File: src/rtl/cpu_jtag_debug_host_sequencer.sv
// cpu_jtag_debug_host_sequencer: drives one SETUP/SHIFT/UPDATE/RTI debug transaction on a generated TCK and returns captured tdo bits
module cpu_jtag_debug_host_sequencer #(
  parameter int DR_WIDTH = 38,
  parameter int IR_WIDTH = 2,
  parameter int TCK_DIV  = 1
) (
  input  logic                clk,
  input  logic                reset,
  input  logic                cmd_valid,
  output logic                cmd_ready,
  input  logic [IR_WIDTH-1:0] cmd_ir,
  input  logic [DR_WIDTH-1:0] cmd_data,
  input  logic                abort,
  output logic                rsp_valid,
  input  logic                rsp_ready,
  output logic [DR_WIDTH-1:0] rsp_data,
  output logic                busy,
  output logic                jtag_tck,
  output logic                jtag_ena,
  output logic [IR_WIDTH-1:0] jtag_ir_in,
  output logic                jtag_tdi,
  input  logic                jtag_tdo,
  output logic                jtag_shift,
  output logic                jtag_state_sdr,
  output logic                jtag_update,
  output logic                jtag_state_udr,
  output logic                jtag_rti
);
  localparam int DW = TCK_DIV > 1 ? $clog2(TCK_DIV) : 1;
  localparam int BW = $clog2(DR_WIDTH + 1);
  typedef enum logic [2:0] {IDLE, SETUP, SHIFT, UPDATE, RTI, DONE} state_t;
  state_t              state;
  logic [DW-1:0]       div;
  logic [BW-1:0]       bits;
  logic [DR_WIDTH-1:0] sreg;
  logic                run, tick, rise, fall;
  assign run       = state != IDLE && state != DONE;
  assign tick      = run && div == DW'(TCK_DIV - 1);
  assign rise      = tick && !jtag_tck;
  assign fall      = tick && jtag_tck;
  assign cmd_ready = state == IDLE && !rsp_valid;
  assign jtag_tdi  = jtag_ena & sreg[0];
  always_ff @(posedge clk or posedge reset) begin
    if (reset) begin
      state          <= IDLE;
      div            <= '0;
      bits           <= '0;
      sreg           <= '0;
      rsp_valid      <= 1'b0;
      rsp_data       <= '0;
      busy           <= 1'b0;
      jtag_tck       <= 1'b0;
      jtag_ena       <= 1'b0;
      jtag_ir_in     <= '0;
      jtag_shift     <= 1'b0;
      jtag_state_sdr <= 1'b0;
      jtag_update    <= 1'b0;
      jtag_state_udr <= 1'b0;
      jtag_rti       <= 1'b0;
    end else if (run && abort) begin
      state          <= IDLE;
      div            <= '0;
      busy           <= 1'b0;
      jtag_tck       <= 1'b0;
      jtag_ena       <= 1'b0;
      jtag_shift     <= 1'b0;
      jtag_state_sdr <= 1'b0;
      jtag_update    <= 1'b0;
      jtag_state_udr <= 1'b0;
      jtag_rti       <= 1'b0;
    end else begin
      if (run) begin
        div <= tick ? '0 : div + DW'(1);
        if (tick) jtag_tck <= ~jtag_tck;
      end
      case (state)
        IDLE: if (cmd_valid && cmd_ready) begin
          state      <= SETUP;
          jtag_ir_in <= cmd_ir;
          sreg       <= cmd_data;
          bits       <= '0;
          div        <= '0;
          jtag_tck   <= 1'b0;
          jtag_ena   <= 1'b1;
          busy       <= 1'b1;
        end
        SETUP: if (fall) begin
          state          <= SHIFT;
          jtag_shift     <= 1'b1;
          jtag_state_sdr <= 1'b1;
        end
        SHIFT: begin
          if (rise) begin
            sreg <= {jtag_tdo, sreg[DR_WIDTH-1:1]};
            bits <= bits + BW'(1);
          end
          if (fall && bits == BW'(DR_WIDTH)) begin
            state          <= UPDATE;
            jtag_shift     <= 1'b0;
            jtag_state_sdr <= 1'b0;
            jtag_update    <= 1'b1;
            jtag_state_udr <= 1'b1;
          end
        end
        UPDATE: if (fall) begin
          state          <= RTI;
          jtag_update    <= 1'b0;
          jtag_state_udr <= 1'b0;
          jtag_rti       <= 1'b1;
        end
        RTI: if (fall) begin
          state    <= DONE;
          jtag_rti <= 1'b0;
          jtag_ena <= 1'b0;
        end
        DONE: if (!rsp_valid) begin
          rsp_valid <= 1'b1;
          rsp_data  <= sreg;
        end else if (rsp_ready) begin
          rsp_valid <= 1'b0;
          busy      <= 1'b0;
          state     <= IDLE;
        end
        default: state <= IDLE;
      endcase
    end
  end
endmodule

File: config.mk
export PLATFORM = sky130hd
export DESIGN_NAME = cpu_jtag_debug_host_sequencer
export DESIGN_NICKNAME = d
export VERILOG_FILES = /design/src/rtl/cpu_jtag_debug_host_sequencer.sv
export SDC_FILE = /design/constraint.sdc
export NUM_CORES = 1
export LEC_CHECK = 0
export ABC_AREA = 1
export CORE_MARGIN = 2
export CORE_UTILIZATION = 53
export CTS_BUF_LIST = sky130_fd_sc_hd__clkbuf_4 sky130_fd_sc_hd__clkbuf_8
export DETAILED_ROUTE_END_ITERATION = 10
export PLACE_DENSITY = 0.82
export SYNTH_ARGS = -nofsm -noshare
export SYNTH_HDL_FRONTEND = slang
export SYNTH_SLANG_ARGS = --single-unit
File: constraint.sdc
create_clock -name clk -period 3.6 [get_ports clk]
set_input_delay 0.54 -clock clk [delete_from_list [all_inputs] [get_ports clk]]
set_output_delay 0.54 -clock clk [all_outputs]
set_load 0.02 [all_outputs]
==> flow_metrics.tcl <==
set metrics [dict create \
    clkTransAtPathRegs_ns 0.09 \
    fillers 694 \
    ctsHoldBuffers 0 \
    die_h_um 97.3 \
    rr_worst_depth 12 \
    m1WireLength_mm 4.37 \
    cts_resized 0 \
    synth.yosys.seq_area_share 0.515 \
    max_cap_violations 0 \
    drtAntennaViolNets 0 \
    fmax_mhz 410 \
    grt_pass1_wl_mm 16.3 \
    rsz0062_at_grt "false" \
    async_reset_ff_frac 1.00 \
    met3_length_um 455 \
    synth_area_um2 4620 \
    place_congestion 0.968 \
    drc 0 \
    cts_root_buf "clkbuf_8" \
    synth_ff_type "dfrtp_1" \
    final_nets 658 \
    hp-class "reg2reg" \
    crit_arrival_ns 1.90 \
    start_util 0.537 \
    ys_seq_elements 95 \
    grt_overflow 0 \
    syn2layout_area_growth_pct 24.5 \
    ys_types 32 \
    max-vdd-ir-drop_mv 0.253 \
    via_count 3666 \
    antenna_found_initial 0 \
    ys_warn_count 0 \
    rrSetupSlack_ns 1.33 \
    io_pins 97 \
    r2r-end "sreg[17]" \
    insertedDiodeCount 0 \
    postCtsSetupBuffers 0 \
    worstMarginPinSlew_ns 1.17 \
    drive_above_1_share 0.150 \
    grt_max_degree 81 \
    cts_inserted_buffers 9 \
    die-area_um2 9470 \
    min_period_ns 2.44 \
    cp_max_fo 6 \
    crit_type "reg2out" \
    wl_per_cell_um 13.2 \
    drt_iter0_markers 181 \
    top_layer "met4" \
    yosysTopAreaCell "dfrtp_1" \
    synth_area_per_cell_um2 8.78 \
    min_to "rsp_data[0]" \
    required_ns 3.06 \
    hp-start "rsp_data[0]" \
    fp.coreArea_um2 8590 \
    skew_ns 0.0153 \
    wl_mm 9.54 \
    finalSetupTns_ns 0 \
    grt_pass1_vias 3565 \
    hold_slack_ns 0.492 \
    netlist_top_cells_area "dfrtp_1 (51%), nand2_1 (12%), o21ai_0 (8.8%), o21ai_2 (7.4%), inv_1 (5.0%)" \
    grt_use_total 0.209 \
    synth_edf_count 0 \
    maxSlewHeadroom 0.220 \
    synthesis.nets 576 \
    endpoint_kind "output port" \
    chipWidth_um 97.3 \
    cts_tree "built" \
    power.total_mw 1.89 \
    final_core_util 0.669 \
    design_area_um2 5750 \
    reg2reg_from "state[2]" \
    dr.pass1.iters 4 \
    setup_viol 0 \
    place_area_um2 5540 \
    clockBufferDepth 2 \
    period_share 0.677 \
    htree_levels 3 \
    vias_per_cell 5.08 \
    status "finished, final reports clean" \
    met2_length_mm 4.64 \
    cts_sinks 95 \
    synth.top_cell.area_share 0.515 \
    p_leak_nw 2.80 \
    p_per_area_nw_per_um2 329 \
    rows 34 \
    clk_latency_ns 0.36 \
    finalHoldViolCount 0 \
    dp_hpwl_mm 6.32 \
    drv_slew 0 \
    hold_depth 2 \
    setup.worst_path.start_class "flip-flop" \
    io_buffers 96 \
    syn_inst 526 \
]
layout make-up:
type	instances	area, um^2	area share
Tap cell	108	135	0.0235
Timing Repair Buffer	99	983	0.171
Sequential cell	95	2380	0.413
Clock buffer	10	131	0.0229
Multi-Input combinational cell	339	1800	0.313
Clock inverter	6	73.8	0.0128
Inverter	64	250	0.0435
stage by stage:
stage                     std cells  worst slack (ns)
after floorplan                 526             0.583
after global placement          705              1.44
after detailed placement        705              1.35
after CTS                       721              1.16
after global routing            721              1.08
final                           721              1.16
registers in the layout, indices dropped and copies added (netlist names), 2 cells and up:
signal      flops
jtag_ir_in      2
state           3
sreg           38
bits            6
rsp_data       38
metal layers:
| metal | vias to the layer above | global-route usage |
|---|---|---|
| met1 | 1741 | 0.285 |
| met3 | 7 | 0.0482 |
| li1 | 1822 | - |
| met4 | 0 | 0.0502 |
| met2 | 96 | 0.342 |
| met5 | - | 0 |
power by group:
group          switching, mW  internal (mW)  leakage [nW]
Clock                  0.390          0.341         0.106
Sequential                 0           1.07          1.11
Combinational         0.0422         0.0527          1.58
critical path: stages (launching register included):
cell and delay (ns):
dfrtp_1 0.50, nor2_4 0.20, nand2_4 0.10, nor2_4 0.12, clkdlybuf4s50_1 0.61
placed cells by master (no fill, tap or decap), types with 2 or more instances in the layout:
| cell | instances |
|---|---|
| nand2_1 | 141 |
| inv_2 | 2 |
| nor2_4 | 2 |
| inv_6 | 4 |
| o21ai_2 | 39 |
| nand2_4 | 3 |
| xor2_1 | 2 |
| nand2_2 | 21 |
| clkdlybuf4s50_1 | 96 |
| nand3b_1 | 2 |
| nor2_1 | 13 |
| o21ai_0 | 81 |
| dfrtp_1 | 95 |
| inv_1 | 60 |
| a21oi_1 | 7 |
| nand3_1 | 11 |
| ha_1 | 4 |
| buf_4 | 3 |
| nor3_1 | 3 |
| clkbuf_8 | 9 |
synthesized netlist by cell type, types with 2 or more instances:
library cell	count
inv_2	2
nor2_1	13
o21ai_2	39
inv_1	61
nand3b_1	2
o21ai_0	81
buf_8	3
buf_2	9
nand2_4	3
a21oi_1	7
nand3_1	11
nand2_2	19
buf_4	3
xor2_1	2
nor3_1	3
clkbuf_1	8
nand2_1	143
buf_6	5
ha_1	4
dfrtp_1	95
nor2_4	2
worst max-delay path by stage:
stage,from,endpoint,slack [ns],cells after the start
final,state[2],cmd_ready,1.16,4
after global placement,abort,sreg[8],1.44,8
after global routing,state[2],cmd_ready,1.08,4
after floorplan,reset,bits[0],0.58,1
after detailed placement,abort,sreg[17],1.35,8
after CTS,state[2],cmd_ready,1.16,4
kinds of logic (layout without fill, tap and decap cells):
group,count (synthesis),after routing,share of synthesized area
flops,95,95,0.515
fa+ha+maj,4,4,0.0108
buf+inv,92,179,0.0967
simple gates,202,202,0.198
compound gates,130,130,0.174
xor+xnor,3,3,0.00569
No activity file was read; power rests on OpenSTA's default activity.
